===== src/rtl/lsu.sv =====
// lsu: load/store unit for the RAMP RV32 core.
// Runs one data-bus transaction at a time over a req/gnt/rvalid handshake
// and returns an aligned, sign- or zero-extended load result tagged with rd.
// Optional build macro: LSU_MISALIGN_TRAP_EN
//   defined   -> misaligned half/word accesses complete as error responses
//   undefined -> misaligned accesses are performed at natural alignment
module lsu (
    input  logic        clk_i,
    input  logic        rst_ni,
    input  logic        req_valid_i,
    output logic        req_ready_o,
    input  logic        mem_read_i,
    input  logic        mem_write_i,
    input  logic        mem_sign_i,
    input  logic [1:0]  mem_width_i,
    input  logic [31:0] addr_i,
    input  logic [31:0] wdata_i,
    input  logic [4:0]  rd_addr_i,
    output logic        resp_valid_o,
    output logic [31:0] resp_rdata_o,
    output logic [4:0]  resp_rd_o,
    output logic        resp_err_o,
    output logic        dbus_req_o,
    output logic        dbus_we_o,
    output logic [31:0] dbus_addr_o,
    output logic [3:0]  dbus_be_o,
    output logic [31:0] dbus_wdata_o,
    input  logic        dbus_gnt_i,
    input  logic        dbus_rvalid_i,
    input  logic [31:0] dbus_rdata_i
);

    typedef enum logic [1:0] {
        ST_IDLE = 2'd0,
        ST_REQ  = 2'd1,
        ST_WAIT = 2'd2,
        ST_RESP = 2'd3
    } state_e;

    state_e      state_q, state_d;
    logic        we_q, we_d;
    logic [31:0] addr_q, addr_d;
    logic [3:0]  be_q, be_d;
    logic [31:0] wdata_q, wdata_d;
    logic [1:0]  width_q, width_d;
    logic        sign_q, sign_d;
    logic [1:0]  off_q, off_d;
    logic [31:0] rdata_q, rdata_d;
    logic [4:0]  rd_q, rd_d;
    logic        err_q, err_d;

    logic        accept_s;
    logic        err_s;
    logic [1:0]  off_s;

    // Byte enables for a given width and (already aligned) byte offset.
    function automatic logic [3:0] byte_en(input logic [1:0] width, input logic [1:0] off);
        case (width)
            2'b00:   byte_en = 4'b0001 << off;
            2'b01:   byte_en = 4'b0011 << {off[1], 1'b0};
            2'b10:   byte_en = 4'b1111;
            default: byte_en = 4'b0000;
        endcase
    endfunction

    // Replicate store data across all lanes so the byte enables pick the right one.
    function automatic logic [31:0] store_lanes(input logic [1:0] width, input logic [31:0] data);
        case (width)
            2'b00:   store_lanes = {4{data[7:0]}};
            2'b01:   store_lanes = {2{data[15:0]}};
            default: store_lanes = data;
        endcase
    endfunction

    // Pull the addressed byte/half out of the bus word and extend it.
    function automatic logic [31:0] load_extend(input logic [31:0] data, input logic [1:0] width,
                                                input logic zext, input logic [1:0] off);
        logic [7:0]  b;
        logic [15:0] h;
        case (off)
            2'b00:   b = data[7:0];
            2'b01:   b = data[15:8];
            2'b10:   b = data[23:16];
            default: b = data[31:24];
        endcase
        h = off[1] ? data[31:16] : data[15:0];
        case (width)
            2'b00:   load_extend = zext ? {24'h000000, b} : {{24{b[7]}}, b};
            2'b01:   load_extend = zext ? {16'h0000, h} : {{16{h[15]}}, h};
            default: load_extend = data;
        endcase
    endfunction

    // Classify the incoming request: error condition and effective byte offset.
    always_comb begin
`ifdef LSU_MISALIGN_TRAP_EN
        err_s = (mem_width_i == 2'b11)
              | ((mem_width_i == 2'b01) & addr_i[0])
              | ((mem_width_i == 2'b10) & (addr_i[1:0] != 2'b00));
        off_s = addr_i[1:0];
`else
        err_s = (mem_width_i == 2'b11);
        case (mem_width_i)
            2'b01:   off_s = {addr_i[1], 1'b0};
            2'b10:   off_s = 2'b00;
            default: off_s = addr_i[1:0];
        endcase
`endif
    end

    assign accept_s = req_valid_i & (state_q == ST_IDLE) & (mem_read_i | mem_write_i);

    // Next-state and latched-field logic for the transaction FSM.
    always_comb begin
        state_d = state_q;
        we_d    = we_q;
        addr_d  = addr_q;
        be_d    = be_q;
        wdata_d = wdata_q;
        width_d = width_q;
        sign_d  = sign_q;
        off_d   = off_q;
        rdata_d = rdata_q;
        rd_d    = rd_q;
        err_d   = err_q;
        case (state_q)
            ST_IDLE: begin
                if (accept_s) begin
                    // Both read and write set is treated as a store.
                    we_d    = mem_write_i & ~err_s;
                    addr_d  = {addr_i[31:2], 2'b00};
                    be_d    = err_s ? 4'b0000 : byte_en(mem_width_i, off_s);
                    wdata_d = store_lanes(mem_width_i, wdata_i);
                    width_d = mem_width_i;
                    sign_d  = mem_sign_i;
                    off_d   = off_s;
                    rdata_d = 32'h0000_0000;
                    rd_d    = rd_addr_i;
                    err_d   = err_s;
                    state_d = err_s ? ST_RESP : ST_REQ;
                end else begin
                    state_d = ST_IDLE;
                end
            end
            ST_REQ: begin
                if (dbus_gnt_i) begin
                    state_d = we_q ? ST_RESP : ST_WAIT;
                end else begin
                    state_d = ST_REQ;
                end
            end
            ST_WAIT: begin
                if (dbus_rvalid_i) begin
                    rdata_d = load_extend(dbus_rdata_i, width_q, sign_q, off_q);
                    state_d = ST_RESP;
                end else begin
                    state_d = ST_WAIT;
                end
            end
            ST_RESP: begin
                state_d = ST_IDLE;
            end
            default: begin
                state_d = ST_IDLE;
            end
        endcase
    end

    // State and transaction-field registers.
    always_ff @(posedge clk_i or negedge rst_ni) begin
        if (!rst_ni) begin
            state_q <= ST_IDLE;
            we_q    <= 1'b0;
            addr_q  <= 32'h0000_0000;
            be_q    <= 4'b0000;
            wdata_q <= 32'h0000_0000;
            width_q <= 2'b00;
            sign_q  <= 1'b0;
            off_q   <= 2'b00;
            rdata_q <= 32'h0000_0000;
            rd_q    <= 5'd0;
            err_q   <= 1'b0;
        end else begin
            state_q <= state_d;
            we_q    <= we_d;
            addr_q  <= addr_d;
            be_q    <= be_d;
            wdata_q <= wdata_d;
            width_q <= width_d;
            sign_q  <= sign_d;
            off_q   <= off_d;
            rdata_q <= rdata_d;
            rd_q    <= rd_d;
            err_q   <= err_d;
        end
    end

    // Handshake outputs decode the state register only; the rest are registers.
    assign req_ready_o  = (state_q == ST_IDLE);
    assign dbus_req_o   = (state_q == ST_REQ);
    assign resp_valid_o = (state_q == ST_RESP);
    assign resp_rdata_o = rdata_q;
    assign resp_rd_o    = rd_q;
    assign resp_err_o   = err_q;
    assign dbus_we_o    = we_q;
    assign dbus_addr_o  = addr_q;
    assign dbus_be_o    = be_q;
    assign dbus_wdata_o = wdata_q;

endmodule


===== config.mk =====
export PLATFORM = sky130hd
export DESIGN_NAME = lsu
export DESIGN_NICKNAME = d
export VERILOG_FILES = /design/src/rtl/lsu.sv
export SDC_FILE = /design/constraint.sdc
export NUM_CORES = 1
export LEC_CHECK = 0
export CAP_MARGIN = 10
export CORE_MARGIN = 3
export CORE_UTILIZATION = 31
export DETAILED_ROUTE_END_ITERATION = 7
export SYNTH_ARGS = -nofsm -noshare
export SYNTH_HDL_FRONTEND = slang
export SYNTH_SLANG_ARGS = --single-unit

===== constraint.sdc =====
create_clock -name clk_i -period 1.86 [get_ports clk_i]
set_input_delay 0.465 -clock clk_i [delete_from_list [all_inputs] [get_ports clk_i]]
set_output_delay 0.465 -clock clk_i [all_outputs]
set_load 0.1 [all_outputs]

==> flow_metrics.env, run 1 <==
export IMPL_outcome="finished, final reports clean"
export IMPL_max_cap_violations=0
export IMPL_antenna_diode_count=0
export IMPL_post_detail_place_hpwl_um=13800
export IMPL_highest_cell_delay_on_the_worst_timing_path_ns=0.45
export IMPL_mappedNetlistArea_sq_mm=0.00512
export IMPL_worstPathCellList="clkdlybuf4s50_1, mux2_2, a22oi_4, a2111oi_4, buf_4, a221o_2"
export IMPL_tritoncts_clock_tree="done"
export IMPL_dr_drc_count=0
export IMPL_nets=890
export IMPL_core_area_sq_mm=0.0160
export IMPL_synth_seq_area_share=0.547
export IMPL_netlist_instances=530
export IMPL_summed_area_of_non_filler_cells_in_the_final_layout_sq_mm=0.00933
export IMPL_hold_path_class="primary input to asynchronous set/reset pin"
export IMPL_aggregate_global_routing_overflow=0
export IMPL_report_final_slew_viol_count=0
export IMPL_final_min_period_over_clock_period=0.963
export IMPL_avgRoutedWirePerCell_um=17.6
export IMPL_synth_edf_count=0
export IMPL_num_vias=4963
export IMPL_grt_usage=0.196
export IMPL_postSynth_topFlopCell="sky130_fd_sc_hd__dfrtp_1"
export IMPL_maximum_number_of_pins_on_one_net_before_global_route_repair=59
export IMPL_critical_path_required_ns=2.09
export IMPL_die_area_sq_mm=0.0181
export IMPL_start_util=0.320
export IMPL_layout_filler_cells=1368
export IMPL_max_slew_headroom=0.574
export IMPL_htreeDepth=3
export IMPL_grt_first_pass_wirelength_um=27900
export IMPL_critical_path_class="primary input to register"
export IMPL_yosys_warnings=0
export IMPL_cts_path_max_buffers=2
export IMPL_setup_viol=0
export IMPL_die_w_um=135
export IMPL_clk_latency_ns=0.35
export IMPL_utilization=0.583
export IMPL_fin_hold_ws_ns=0.0520
export IMPL_detailedRoute_firstPassIterationCount=6
export IMPL_grt_pass1_vias=5138
export IMPL_clk_pin_slew_worst_paths_ns=0.07
export IMPL_rsz_0062_raised_after_global_routing="false"
export IMPL_asyncSetResetFlopFracSynth=1.00
export IMPL_gp_routability_congestion=0.889
export IMPL_area_delta_synth_final_pct=82.2
export IMPL_drive_gt1_frac=0.268
export IMPL_placementRows=46
export IMPL_worstSetupEndpointType="register"
export IMPL_crit_path_top_delay_cell="sky130_fd_sc_hd__clkdlybuf4s50_1"
export IMPL_detail_route_vias_per_cell=4.99
export IMPL_dieHeight_um=135
export IMPL_synthDistinctLibCells=43
export IMPL_synth_ff_latch_count=112
export IMPL_antenna_found_initial=1
export IMPL_hold_violations=0
export IMPL_final_cell_mix="sky130_fd_sc_hd__nand2_1 (162), sky130_fd_sc_hd__buf_12 (116), sky130_fd_sc_hd__dfrtp_1 (112)"
export IMPL_layout_area_seq_sq_mm=0.00280
export IMPL_critical_path_peak_fanout=7
export IMPL_fmax_mhz=559
export IMPL_avgSynthCellArea_sq_um=9.66
export IMPL_finalWirelength_um=17600
export IMPL_residual_antenna_violating_net_count_after_detailed_routing=0
export IMPL_area_used_by_multi_input_combinational_logic_sq_mm=0.00217
export IMPL_clk_root_buffer_cell="sky130_fd_sc_hd__clkbuf_16"
export IMPL_mostFrequentLayoutCell="sky130_fd_sc_hd__nand2_1"
export IMPL_cts_hold_fix_buffers=0
export IMPL_worst_ep_arrival_time_ns=2.02
export IMPL_final_min_period_ns=1.79
export IMPL_setup_total_negative_slack_ns=0
export IMPL_clock_skew_ns=0.00826
export IMPL_num_io_pins=221
export IMPL_detailedRoute_firstIterationViolations=321
export IMPL_clock_sinks=112
export IMPL_placed_area_sq_mm=0.00899
export IMPL_worst_slew_pin_transition_ns=0.639
export IMPL_worst_path_buf_inv=2
export IMPL_crit_path_start_kind="primary input"
export IMPL_number_of_buffers_added_by_the_clock_tree_synthesis_step=9
export IMPL_critPathTopFamily="buffers and inverters"
export IMPL_portBuffers=218
## registers in the layout, indices dropped and copies added, names as in the netlist
signal        cells
dbus_wdata_o     32
resp_rdata_o     32
dbus_addr_o      30
resp_rd_o         5
dbus_be_o         4
off_q             2
state_q           2
width_q           2
dbus_we_o         1
resp_err_o        1
sign_q            1
## path summary, 6_finish.rpt
| check | cells past startpoint | slack [ns] | to | startpoint |
|---|---|---|---|---|
| min | 1 | 0.05 | resp_rdata_o[26] | rst_ni |
| min reg2reg | 2 | 0.53 | dbus_addr_o[17] | dbus_addr_o[17] |
| max reg2reg | 5 | 0.12 | resp_rdata_o[1] | off_q[1] |
| min in group clk_i | 2 | 0.53 | dbus_addr_o[17] | dbus_addr_o[17] |
| max in group asynchronous | 2 | 1.14 | dbus_be_o[2] | rst_ni |
| max | 6 | 0.07 | resp_rdata_o[24] | dbus_rdata_i[31] |
## kinds of logic after synthesis
logic type / synth area share
AO/OA/AOI/OAI: 0.178
adder cells (fa/ha/maj): 0.00978
buffers and inverters: 0.0393
flip-flops: 0.547
multiplexers: 0.0396
other: 0.000732
AND/OR/NAND/NOR: 0.185
## timing repair
action / 4_1_cts / 5_1_grt
setup buffers: 2 / 0
setup endpoints to repair: 17 / 2
resized for setup: 2 / 3
gates cloned: 0 / 0
pin swaps: 1 / 0
## final cells by class
type                       count  area share
timing repair buffer         272       0.404
sequential                   112       0.300
multi-input combinational    372       0.233
tap                          216      0.0290
clock buffer                  12      0.0264
clock inverter                 3     0.00456
inverter                       8     0.00322
## stage by stage
step / setup WS, ns / cells
after floorplan: 0.00241 / 531
after global placement: -0.464 / 978
after detailed placement: -0.545 / 978
after CTS: 0.0401 / 995
after global routing: 0.0394 / 995
final: 0.0695 / 995
## layer usage
layer | GRT usage | routed length [um] | vias to the layer above
li1 | - | - | 2320
met1 | 0.246 | 7360 | 2395
met2 | 0.308 | 8010 | 213
met3 | 0.0741 | 1720 | 33
met4 | 0.0758 | 450 | 2
met5 | 0 | 13 | -
## cell usage after synthesis, types with 8 or more instances
| master | instances | area (sq um) |
|---|---|---|
| sky130_fd_sc_hd__nand2_1 | 162 | 608 |
| sky130_fd_sc_hd__a31oi_1 | 9 | 56.3 |
| sky130_fd_sc_hd__a32o_1 | 14 | 140 |
| sky130_fd_sc_hd__clkbuf_1 | 24 | 90.1 |
| sky130_fd_sc_hd__a22oi_1 | 8 | 60.1 |
| sky130_fd_sc_hd__mux2i_1 | 9 | 90.1 |
| sky130_fd_sc_hd__a21oi_1 | 9 | 45.0 |
| sky130_fd_sc_hd__nand2b_1 | 12 | 75.1 |
| sky130_fd_sc_hd__dfrtp_1 | 112 | 2800 |
| sky130_fd_sc_hd__mux2_2 | 10 | 113 |
| sky130_fd_sc_hd__nor2_1 | 38 | 143 |
| sky130_fd_sc_hd__nor3_1 | 8 | 40.0 |
| sky130_fd_sc_hd__a221o_2 | 10 | 113 |
| sky130_fd_sc_hd__a221oi_1 | 9 | 78.8 |
| sky130_fd_sc_hd__o21ai_0 | 29 | 145 |
Power of run 1 is left out: the tool's default activity adds up to more than one toggle a clock period on the data nets, which glitch-free logic cannot reach.
==> run 2: changes to the inputs <==
Settings changed: ABC_AREA from default to 1, CORE_UTILIZATION 31 to 43, PLACE_DENSITY from default to 0.81.
==> run 2 against run 1 <==
Net effect:
- design area down 1.4%
- flip-flop and latch count is the same
- clock skew down 0.0018 ns
- via count grew 11%
- clock-buffer cell count is 1 higher
- wire length is 4.5% higher
- first-iteration DRC count is 47% higher
- critical endpoint is now dbus_wdata_o[19]
- sequential share of layout area grew 0.44 points
==> flow_metrics.env, run 2 <==
export IMPL_outcome="finished, final reports clean"
export IMPL_htreeDepth=3
export IMPL_critical_path_startpoint="mem_width_i[1]"
export IMPL_worstPathCellList="clkdlybuf4s50_1, inv_1, ha_1, nor2_2, buf_4, nor2_1, o31ai_1"
export IMPL_start_util=0.450
export IMPL_clk_pin_slew_worst_paths_ns=0.08
export IMPL_placed_cells_incl_taps=1038
export IMPL_post_detail_place_hpwl_um=14200
export IMPL_final_cell_mix="sky130_fd_sc_hd__nand2_1 (299), sky130_fd_sc_hd__buf_12 (117), sky130_fd_sc_hd__dfrtp_1 (112)"
export IMPL_layout_area_seq_sq_mm=0.00280
export IMPL_critical_path_peak_fanout=8
export IMPL_critical_path_class="primary input to register"
export IMPL_die_area_sq_mm=0.0136
export IMPL_crit_path_start_kind="primary input"
export IMPL_synth_top_area_frac=0.532
export IMPL_regToRegEndpoint="resp_rdata_o[22]"
export IMPL_residual_antenna_violating_net_count_after_detailed_routing=0
export IMPL_tritoncts_clock_tree="done"
export IMPL_yosys_warnings=0
export IMPL_area_used_by_multi_input_combinational_logic_sq_mm=0.00214
export IMPL_cts_path_max_buffers=2
export IMPL_die_w_um=117
export IMPL_regToRegStartpoint="width_q[0]"
export IMPL_fmax_mhz=552
export IMPL_synth_ff_latch_count=112
export IMPL_utilization=0.785
export IMPL_rsz_0062_raised_after_global_routing="true"
export IMPL_number_of_buffers_added_by_the_clock_tree_synthesis_step=9
export IMPL_netlist_top_cells_count="sky130_fd_sc_hd__nand2_1 (299), sky130_fd_sc_hd__dfrtp_1 (112), sky130_fd_sc_hd__o21ai_0 (61), sky130_fd_sc_hd__nor2_1 (60), sky130_fd_sc_hd__inv_1 (37)"
export IMPL_crit_path_top_delay_cell="sky130_fd_sc_hd__clkdlybuf4s50_1"
export IMPL_clk_root_buffer_cell="sky130_fd_sc_hd__clkbuf_16"
export IMPL_avgRoutedWirePerCell_um=17.4
export IMPL_max_cap_violations=0
export IMPL_drive_gt1_frac=0.188
export IMPL_antenna_diode_count=0
export IMPL_dr_drc_count=0
export IMPL_mappedNetlistArea_sq_mm=0.00527
export IMPL_final_min_period_over_clock_period=0.975
export IMPL_grt_usage=0.278
export IMPL_finalWirelength_um=18300
export IMPL_final_cell_count_no_fill=1054
export IMPL_worst_ep_arrival_time_ns=2.07
export IMPL_netlist_instances=677
export IMPL_gp_routability_congestion=0.932
export IMPL_cts_hold_fix_buffers=0
export IMPL_netlist_top_cells_area="sky130_fd_sc_hd__dfrtp_1 (53%), sky130_fd_sc_hd__nand2_1 (21%), sky130_fd_sc_hd__o21ai_0 (5.8%), sky130_fd_sc_hd__nor2_1 (4.3%), sky130_fd_sc_hd__a21oi_1 (2.7%)"
export IMPL_mostFrequentLayoutCell="sky130_fd_sc_hd__nand2_1"
export IMPL_grt_pass1_vias=5599
export IMPL_synthDistinctLibCells=25
export IMPL_num_io_pins=221
export IMPL_layout_filler_cells=722
export IMPL_highest_cell_delay_on_the_worst_timing_path_ns=0.49
export IMPL_clock_skew_ns=0.00650
export IMPL_detailedRoute_firstIterationViolations=472
export IMPL_asyncSetResetFlopFracSynth=1.00
export IMPL_worstSetupEndpointType="register"
export IMPL_clk_latency_ns=0.35
export IMPL_critical_path_required_ns=2.11
export IMPL_netlist_top_cell_by_area="sky130_fd_sc_hd__dfrtp_1"
export IMPL_postSynth_topFlopCell="sky130_fd_sc_hd__dfrtp_1"
export IMPL_portBuffers=218
export IMPL_setup_viol=0
export IMPL_hold_path_class="primary input to asynchronous set/reset pin"
export IMPL_maximum_number_of_pins_on_one_net_before_global_route_repair=46
export IMPL_cell_with_the_most_instances_after_synthesis="sky130_fd_sc_hd__nand2_1"
export IMPL_antenna_found_initial=0
export IMPL_detail_route_vias_per_cell=5.21
export IMPL_avgSynthCellArea_sq_um=7.79
export IMPL_worst_r2r_path_depth=6
export IMPL_detailedRoute_firstPassIterationCount=5
export IMPL_clock_sinks=112
export IMPL_area_delta_synth_final_pct=74.4
export IMPL_grt_first_pass_wirelength_um=28800
export IMPL_aggregate_global_routing_overflow=0
export IMPL_reg2reg_setup_slack_ns=0.38
export IMPL_hold_violations=0
export IMPL_final_min_period_ns=1.81
export IMPL_num_vias=5489
export IMPL_synth_edf_count=0
export IMPL_placementRows=39
export IMPL_synth_seq_area_share=0.532
export IMPL_core_area_sq_mm=0.0117
export IMPL_nets=1021
export IMPL_report_final_slew_viol_count=0
export IMPL_dieHeight_um=117
-- run 2: layout make-up --
class | count | area share
clock buffer | 13 | 0.0294
sequential | 112 | 0.305
inverter | 39 | 0.0159
tap | 143 | 0.0195
timing repair buffer | 253 | 0.395
clock inverter | 3 | 0.00163
multi-input combinational | 491 | 0.233
-- run 2: layer usage --
metal  routed length (um)  track usage
met1                 6760        0.317
met2                 8940        0.463
met3                 2090        0.112
met4                  561        0.115
met5                    0            0
-- run 2: timing repair --
| item | CTS | global route |
|---|---|---|
| endpoints found under the setup margin | 0 | 11 |
| endpoints found under the hold margin | 0 | 0 |
| setup buffers | 0 | 0 |
| gates resized for setup | 0 | 3 |
-- run 2: per-stage QoR --
stage               worst slack (ns)  hold slack [ns]  cell area (sq um)  setup TNS [ns]
finish                        0.0470           0.0376               9190               0
global route                 -0.0471           0.0627               9190          -0.124
CTS                           0.0196           0.0382               9190               0
detailed placement            -0.294            0.422               8910           -7.09
global placement              -0.179            0.418               8910           -3.99
floorplan                     0.0565            0.169               5280               0
-- run 2: cells by family (layout without fill, tap and decap cells) --
logic type	after synthesis	count (layout)	share of synthesized area
simple gates	377	377	0.281
flops	112	112	0.532
compound gates	108	108	0.113
buf+inv	75	308	0.0650
fa+ha+maj	4	4	0.00949
other cells	1	2	0.000711
-- run 2: worst max-delay path: cells and delay by family --
kind,cells,cell delay [ns]
AOI/OAI and AO/OA,1,0.25
buffers and inverters,3,0.80
and+or+nand+nor,2,0.31
adders and majority gates,1,0.24
-- run 2: worst max path at each step --
stage / slack (ns) / endpoint
after global placement: -0.18 / dbus_wdata_o[21]
after global routing: -0.05 / dbus_wdata_o[22]
final: 0.05 / dbus_wdata_o[19]
after detailed placement: -0.29 / dbus_wdata_o[22]
after CTS: 0.02 / dbus_wdata_o[25]
after floorplan: 0.06 / dbus_wdata_o[11]
Power of run 2 is left out for the same reason.
